File: src/rtl/reservation_station.sv
// rtl/reservation_station.sv - integer reservation station with dual-CDB wakeup and single registered dispatch
module reservation_station #(
  parameter int RS_SIZE = 16,
  parameter int ROB_W   = 4
) (
  input  logic             clk,
  input  logic             rst,
  input  logic             rdy,
  input  logic             flush,
  input  logic             issue_valid,
  input  logic [5:0]       issue_op,
  input  logic [31:0]      issue_vj,
  input  logic             issue_qj_busy,
  input  logic [ROB_W-1:0] issue_qj,
  input  logic [31:0]      issue_vk,
  input  logic             issue_qk_busy,
  input  logic [ROB_W-1:0] issue_qk,
  input  logic [31:0]      issue_imm,
  input  logic [ROB_W-1:0] issue_robid,
  input  logic [31:0]      issue_pc,
  output logic             rs_full,
  input  logic             alu_cdb_enable,
  input  logic [ROB_W-1:0] alu_cdb_robid,
  input  logic [31:0]      alu_cdb_value,
  input  logic             lsb_cdb_enable,
  input  logic [ROB_W-1:0] lsb_cdb_robid,
  input  logic [31:0]      lsb_cdb_value,
  output logic             alu_valid,
  output logic [5:0]       alu_op,
  output logic [31:0]      alu_vj,
  output logic [31:0]      alu_vk,
  output logic [31:0]      alu_imm,
  output logic [ROB_W-1:0] alu_robid,
  output logic [31:0]      alu_pc
);

  localparam int IDX_W = $clog2(RS_SIZE);

  logic [RS_SIZE-1:0] busy;
  logic [5:0]         e_op    [RS_SIZE];
  logic [31:0]        e_vj    [RS_SIZE];
  logic [31:0]        e_vk    [RS_SIZE];
  logic [31:0]        e_imm   [RS_SIZE];
  logic [31:0]        e_pc    [RS_SIZE];
  logic [ROB_W-1:0]   e_qj    [RS_SIZE];
  logic [ROB_W-1:0]   e_qk    [RS_SIZE];
  logic [ROB_W-1:0]   e_robid [RS_SIZE];
  logic               e_qj_busy [RS_SIZE];
  logic               e_qk_busy [RS_SIZE];

  logic             free_found;
  logic [IDX_W-1:0] free_idx;
  logic             ready_found;
  logic [IDX_W-1:0] ready_idx;
  logic [31:0]      fwd_vj;
  logic [31:0]      fwd_vk;
  logic             fwd_qj_busy;
  logic             fwd_qk_busy;

  assign rs_full = &busy;

  // Lowest-index free slot for issue and lowest-index ready slot for dispatch
  always_comb begin
    free_found  = 1'b0;
    free_idx    = '0;
    ready_found = 1'b0;
    ready_idx   = '0;
    for (int i = RS_SIZE - 1; i >= 0; i--) begin
      if (!busy[i]) begin
        free_found = 1'b1;
        free_idx   = IDX_W'(i);
      end
      if (busy[i] && !e_qj_busy[i] && !e_qk_busy[i]) begin
        ready_found = 1'b1;
        ready_idx   = IDX_W'(i);
      end
    end
  end

  // Same-cycle CDB forwarding onto the issuing operands, ALU bus checked first
  always_comb begin
    fwd_vj      = issue_vj;
    fwd_qj_busy = issue_qj_busy;
    fwd_vk      = issue_vk;
    fwd_qk_busy = issue_qk_busy;
    if (issue_qj_busy) begin
      if (alu_cdb_enable && alu_cdb_robid == issue_qj) begin
        fwd_vj      = alu_cdb_value;
        fwd_qj_busy = 1'b0;
      end else if (lsb_cdb_enable && lsb_cdb_robid == issue_qj) begin
        fwd_vj      = lsb_cdb_value;
        fwd_qj_busy = 1'b0;
      end
    end
    if (issue_qk_busy) begin
      if (alu_cdb_enable && alu_cdb_robid == issue_qk) begin
        fwd_vk      = alu_cdb_value;
        fwd_qk_busy = 1'b0;
      end else if (lsb_cdb_enable && lsb_cdb_robid == issue_qk) begin
        fwd_vk      = lsb_cdb_value;
        fwd_qk_busy = 1'b0;
      end
    end
  end

  // Entry table update: dispatch, CDB wakeup and issue all in one edge
  always_ff @(posedge clk) begin
    if (rst || flush) begin
      busy      <= '0;
      alu_valid <= 1'b0;
      alu_op    <= '0;
      alu_vj    <= '0;
      alu_vk    <= '0;
      alu_imm   <= '0;
      alu_robid <= '0;
      alu_pc    <= '0;
    end else if (rdy) begin
      if (ready_found) begin
        alu_valid <= 1'b1;
        alu_op    <= e_op[ready_idx];
        alu_vj    <= e_vj[ready_idx];
        alu_vk    <= e_vk[ready_idx];
        alu_imm   <= e_imm[ready_idx];
        alu_robid <= e_robid[ready_idx];
        alu_pc    <= e_pc[ready_idx];
      end else begin
        alu_valid <= 1'b0;
        alu_op    <= '0;
      end

      for (int i = 0; i < RS_SIZE; i++) begin
        if (busy[i] && e_qj_busy[i]) begin
          if (alu_cdb_enable && alu_cdb_robid == e_qj[i]) begin
            e_vj[i]      <= alu_cdb_value;
            e_qj_busy[i] <= 1'b0;
          end else if (lsb_cdb_enable && lsb_cdb_robid == e_qj[i]) begin
            e_vj[i]      <= lsb_cdb_value;
            e_qj_busy[i] <= 1'b0;
          end
        end
        if (busy[i] && e_qk_busy[i]) begin
          if (alu_cdb_enable && alu_cdb_robid == e_qk[i]) begin
            e_vk[i]      <= alu_cdb_value;
            e_qk_busy[i] <= 1'b0;
          end else if (lsb_cdb_enable && lsb_cdb_robid == e_qk[i]) begin
            e_vk[i]      <= lsb_cdb_value;
            e_qk_busy[i] <= 1'b0;
          end
        end
      end

      // The dispatched slot is busy and the issue slot is free, so they never coincide
      if (ready_found) begin
        busy[ready_idx] <= 1'b0;
      end

      if (issue_valid && !rs_full && free_found) begin
        busy[free_idx]      <= 1'b1;
        e_op[free_idx]      <= issue_op;
        e_vj[free_idx]      <= fwd_vj;
        e_vk[free_idx]      <= fwd_vk;
        e_qj_busy[free_idx] <= fwd_qj_busy;
        e_qk_busy[free_idx] <= fwd_qk_busy;
        e_qj[free_idx]      <= issue_qj;
        e_qk[free_idx]      <= issue_qk;
        e_imm[free_idx]     <= issue_imm;
        e_robid[free_idx]   <= issue_robid;
        e_pc[free_idx]      <= issue_pc;
      end
    end
  end

endmodule

File: config.mk
export PLATFORM = sky130hd
export DESIGN_NAME = reservation_station
export DESIGN_NICKNAME = d
export VERILOG_FILES = /design/src/rtl/reservation_station.sv
export SDC_FILE = /design/constraint.sdc
export NUM_CORES = 2
export LEC_CHECK = 0
export CAP_MARGIN = 20
export CORE_MARGIN = 2
export CORE_UTILIZATION = 62
export DETAILED_ROUTE_END_ITERATION = 8
export PLACE_DENSITY_LB_ADDON = 0.2
export SYNTH_ARGS = -nofsm -noshare
export SYNTH_HDL_FRONTEND = slang
export SYNTH_SLANG_ARGS = --single-unit
File: constraint.sdc
create_clock -name clk -period 6.8 [get_ports clk]
set_clock_uncertainty 0.05 [all_clocks]
set_input_delay 0.68 -clock clk [delete_from_list [all_inputs] [get_ports clk]]
set_output_delay 0.68 -clock clk [all_outputs]
set_load 0.01 [all_outputs]
# Word-level counts from Yosys, hierarchy flattened
# Memories as Yosys holds them, arrays and structs flattened. A register that Yosys moved wholly into a read port is not among the register bits.
# Cells that the tools add are included.
dict set report totals {
  output_inout_bits 140
  input_bits 227
  mem_count 10
  mem_bits_rw 2368
  elab_cells 830
  regBits 23
}
# memory depth word_bits read_ports rd_clocked_by_memory_dff wr line_no
set memory_table {}
lappend memory_table {e_imm 16 32 1 1 1 43} ;# logic [31:0] e_imm [RS_SIZE];
lappend memory_table {e_pc 16 32 1 1 1 44} ;# logic [31:0] e_pc [RS_SIZE];
lappend memory_table {e_vj 16 32 1 1 17 41} ;# logic [31:0] e_vj [RS_SIZE];
lappend memory_table {e_vk 16 32 1 1 17 42} ;# logic [31:0] e_vk [RS_SIZE];
lappend memory_table {e_op 16 6 1 0 1 40} ;# logic [5:0] e_op [RS_SIZE];
lappend memory_table {e_qj 16 4 16 0 1 45} ;# logic [ROB_W-1:0] e_qj [RS_SIZE];
lappend memory_table {{+4 memories} - - - - - -}
dict set report op_classes {
  n_bitwise 67
  n_lt_le_gt_ge 4
  eq_ne 68
  reduce_logical 172
  muxes 506
}
# op n
set op_table {}
lappend op_table {{2-to-1 mux 32 bit} 38}
lappend op_table {{2-to-1 mux 1 bit} 429}
lappend op_table {{== test 4 bit} 68}
lappend op_table {{logical AND 1 bit} 136}
lappend op_table {{2-to-1 mux 4 bit} 32}
lappend op_table {{2-to-1 mux 16 bit} 4}
lappend op_table {{bitwise OR 1 bit} 64}
lappend op_table {{zero test 1 bit} 33}
lappend op_table {{bitwise AND 16 bit} 1}
lappend op_table {{NOT 16 bit} 1}
lappend op_table {{bitwise OR 16 bit} 1}
lappend op_table {{AND reduction 16 bit} 1}
lappend op_table {{less-than comparator 4 x 5 -> 1 bit (second input constant)} 2}
lappend op_table {{demux 1 bit (select 4 bit)} 2}
lappend op_table {{greater-or-equal comparator 4 x 1 -> 1 bit (second input constant)} 2}
lappend op_table {{2-to-1 mux 6 bit} 1}
lappend op_table {{AND reduction 2 bit} 1}
lappend op_table {{logical OR 1 bit} 1}

# Logic depth before layout (Yosys ltp)
dict set report depth {
  depth_word 30
  mapped_depth 13
  mapped_depth_nobuf 10
}

# Worst setup path before layout
# OpenSTA, ideal clock, no wires.
dict set report synth_path {
  path_type {input-to-reg}
  from {in alu_cdb_robid[3]}
  to {mem e_qk_busy[12], enable pin}
  path_stages 7
  setup_slack_ps 550
  arrival_time_ps 5661
  path_cell_list {buf_2 -> buf_2 -> buf_2 -> xor2_1 -> nor3_1 -> nand3_1 -> o311ai_0}
}
# element line_no
set synth_rtl {}
lappend synth_rtl {{from (decl)} 23} ;# input logic [ROB_W-1:0] alu_cdb_robid,
lappend synth_rtl {{to (decl)} 49} ;# logic e_qk_busy [RS_SIZE];

# Worst setup path after layout
dict set report layout_path {
  from {reg busy[2]}
  to {reg alu_imm[22], read port of e_imm}
}
dict set report layout_between {
  elab_chain_cells 6
  elab_cells_between_ends 9
  cone_classes {mux (6); reduce/logical (3)}
}
# element line_no
set layout_lines {}
lappend layout_lines {{from (decl)} 39} ;# logic [RS_SIZE-1:0] busy;
lappend layout_lines {{from (signal assigned)} 109} ;# busy <= '0;
lappend layout_lines {{from (signal, indexed assignment)} 154} ;# busy[ready_idx] <= 1'b0;
lappend layout_lines {{from (signal, indexed assignment)} 158} ;# busy[free_idx] <= 1'b1;
lappend layout_lines {{logical AND 1 bit * (2 in series)} 73} ;# if (busy[i] && !e_qj_busy[i] && !e_qk_busy[i]) begin
lappend layout_lines {{2-to-1 mux 1 bit (3 in series)} 73}
lappend layout_lines {{AND reduction 2 bit (no line)} -}
lappend layout_lines {{to (decl)} 32} ;# output logic [31:0] alu_imm,
# Every way passes the cells marked *; elsewhere a longest branch is shown, timed or not.
# A chain may end at the register's enable or synchronous reset.

==> impl_metrics.py <==
metrics = {
    "clocking": {
        "clk_pin_slew_ns": 0.06,
        "hold_buffers": 0,
        "cts_root_buf": "clkbuf_16",
        "clk_path_buf_depth": 4,
        "cts_max_level": 5,
        "clk_latency_ns": 0.99,
        "cts_buffers": 279,
        "post_cts_buffers": 0,
        "cts.sinks": 2523,
        "cts_resized": 0,
        "cts_tree": "built",
    },
    "grt": {
        "grt_max_degree": 145,
        "grt.busiest_layer": "met2",
        "met2_usage_pct": 64.01,
        "antenna_found_initial": 27,
        "met3_usage_pct": 14.78,
        "grt_pass1_wl_mm": 625.0,
        "grt_pass1_vias": 87541,
        "met1_usage_pct": 56.50,
        "grt_remaining_overflow": 0,
        "track_usage_pct": 44.50,
    },
    "worst_setup_path": {
        "required_ns": 7.57,
        "arrival_ns": 5.81,
        "startpoint_type": "flop",
        "worstPathMaxFanout": 115,
        "criticalPathCategory": "flop to flop",
        "crit_path_end_kind": "flop",
        "reg2reg_from": "busy[2]",
        "crit_start": "busy[2]",
    },
    "power": {
        "vdd_ir_drop_max_v": 0.0003376,
        "p_leak_uw": 0.04977,
        "powerDensity_nw_per_um2": 247.1,
    },
    "synthesis": {
        "synth_common_cells": "edfxtp_1 (2368), mux2i_1 (1347), nand2_1 (857)",
        "post-synth-top-count-cell": "edfxtp_1",
        "synth_area_per_cell_um2": 12.77,
        "synth_edf_count": 2368,
        "ys_seq_area_share_pct": 62.00,
        "ys_seq_elements": 2523,
        "async_reset_ff_share_pct": 0,
        "synth_cells": 9372,
        "yosys_warnings": 0,
        "synth_area_leader_cell": "edfxtp_1",
        "syn_area_um2": 119700,
        "syn_nets": 9599,
        "synth.distinct_cells": 76,
        "synth_top_area_share_pct": 59.41,
        "synth_area_leaders": "edfxtp_1 (59%), mux2i_1 (11%), a21oi_1 (3.3%)",
        "ys.flop_type": "edfxtp_1",
    },
    "finish": {
        "fillers": 12984,
        "syn_to_final_growth_pct": 12.61,
        "layout-drive-gt1-share_pct": 10.09,
        "final_net_count": 9587,
        "final_area_um2": 134800,
    },
    "run_status": {
        "status": "finished clean",
    },
    "sta": {
        "max_freq_mhz": 198.4,
        "relSlewSlack_pct": 14.55,
        "tightest_slew_ns": 1.282,
        "finalCritPeriodShare_pct": 74.13,
        "slew_viol_final": 0,
        "setup_tns_ns": 0,
        "rsz0062_at_grt": "no",
        "hold_viol_final": 0,
        "setup_ws_ns": 1.759,
        "fin_crit_ns": 5.041,
        "finalSetupViolations": 0,
    },
    "floorplan": {
        "pin_count": 367,
        "rows": 161,
        "dieArea_um2": 196600,
        "coreArea_um2": 192200,
        "fp.dieH_um": 443.4,
        "start_util_pct": 62.28,
        "die_width_um": 443.4,
    },
    "route": {
        "wirelength_mm": 447.8,
        "num_vias": 90827,
        "ant_nets": 0,
        "drtPass1Iterations": 8,
        "drc": 0,
        "via_per_inst": 7.500,
        "first_iter_violations": 16396,
        "wl_per_cell_um": 36.98,
    },
    "placed_design": {
        "dpl_worst_slack_ns": 1.159,
        "port_buffers": 366,
        "placed_area_um2": 125700,
        "dp_hpwl_mm": 237.3,
        "gp_congestion": 0.9306,
    },
    "min_path": {
        "min_from": "issue_vj[31]",
        "hold_path.class": "input pin to flop",
    },
    "flow_run": {
        "drv_cap": 0,
    },
}
-- logic make-up (layout without fill, tap and decap cells) --
logic type / after synthesis / count (layout) / synth area share (%)
multiplexers: 1429 / 1429 / 12.17
XOR/XNOR: 272 / 272 / 1.990
flip-flops: 2523 / 2523 / 62.00
buffers and inverters: 1046 / 1237 / 3.653
AND/OR/NAND/NOR: 1678 / 1678 / 6.730
AO/OA/AOI/OAI: 2424 / 2424 / 13.46
other: 0 / 21 / 0
-- per-stage QoR --
stage / hold slack, ns / total power (uW) / instances / utilization, %
floorplan: 0.4329 / 18200 / 9372 / -
global placement: 0.4489 / 18750 / 11542 / 65.31
detailed placement: 0.4585 / 18820 / 11565 / 65.42
CTS: 0.4482 / 33160 / 12049 / 69.91
global route: 0.4652 / 33930 / 12099 / 70.12
finish: 0.4565 / 33310 / 12110 / 70.14
-- critical path: stages (launching register included) --
cell,delay [ns]
dfxtp_1,0.54
nor3b_1,0.58
nand2b_1,0.49
a21o_1,0.52
o21a_4,0.62
buf_12,0.59
nor2_4,0.29
buf_4,0.38
a211oi_1,0.52
a21oi_1,0.13
-- placed cells by master (no fill, tap or decap), drive strengths merged, types with 9 or more instances in the layout --
| cell | count |
|---|---|
| o311ai | 9 |
| o21ai | 336 |
| diode | 21 |
| and3 | 15 |
| mux4 | 14 |
| a41oi | 11 |
| mux2i | 1347 |
| a221oi | 103 |
| mux2 | 68 |
| o2bb2ai | 68 |
| or3b | 10 |
| nor4 | 61 |
| a2111oi | 18 |
| clkinv | 83 |
| a221o | 82 |
| bufinv | 18 |
| or3 | 11 |
| nand3 | 103 |
| clkdlybuf4s50 | 356 |
| dfxtp | 155 |
| o22ai | 120 |
| xor2 | 196 |
| edfxtp | 2368 |
| nand2 | 857 |
| a211oi | 517 |
| buf | 374 |
| nor2 | 75 |
| a21oi | 790 |
| nor3b | 10 |
| o211ai | 19 |
| a31oi | 38 |
| nor3 | 104 |
| nand4 | 22 |
| clkbuf | 378 |
| a222oi | 137 |
| nor2b | 386 |
| a22oi | 136 |
| xnor2 | 76 |
| inv | 26 |
-- path summary, 6_finish.rpt --
path,cells past startpoint,to,slack [ns]
setup / recovery,9,alu_imm[22],1.76
hold / removal,3,e_vj[9][31],0.46
setup reg to reg,9,alu_imm[22],1.76
hold reg to reg,2,alu_vk[21],0.47
-- area by class of cell --
cell class              count  area [um^2]  area share [%]
well taps                2526         3161           2.345
diodes                     21        52.55         0.03899
clock buffers             377         7657           5.681
multi-input cells        5803        41660           30.91
inverters                  22        155.1          0.1151
clock inverters           107        973.4          0.7222
flip-flops and latches   2523        74210           55.06
repair buffers            731         6920           5.134
-- report_power, final --
group	internal [uW]	switching, uW
Combinational	570	1020
Clock	8550	6170
Sequential	17000	11.5
-- sequential cells by signal, summed over array words and instances, names as in the netlist --
signal and count:
alu_imm 32, e_vk 512, e_robid 64, alu_op 6, alu_robid 4, alu_vj 32, busy 16, e_vj 512
alu_valid 1, e_imm 512, alu_pc 32, e_qk_busy 16, e_op 96, e_pc 512, e_qj_busy 16, alu_vk 32
e_qj 64, e_qk 64
-- layer usage --
layer	up-vias	routed length, um
met1	44117	146500
met2	8458	189200
met5	-	97
met4	14	39520
met3	2174	72550
li1	36064	-
(Power assumes the default switching activity.)
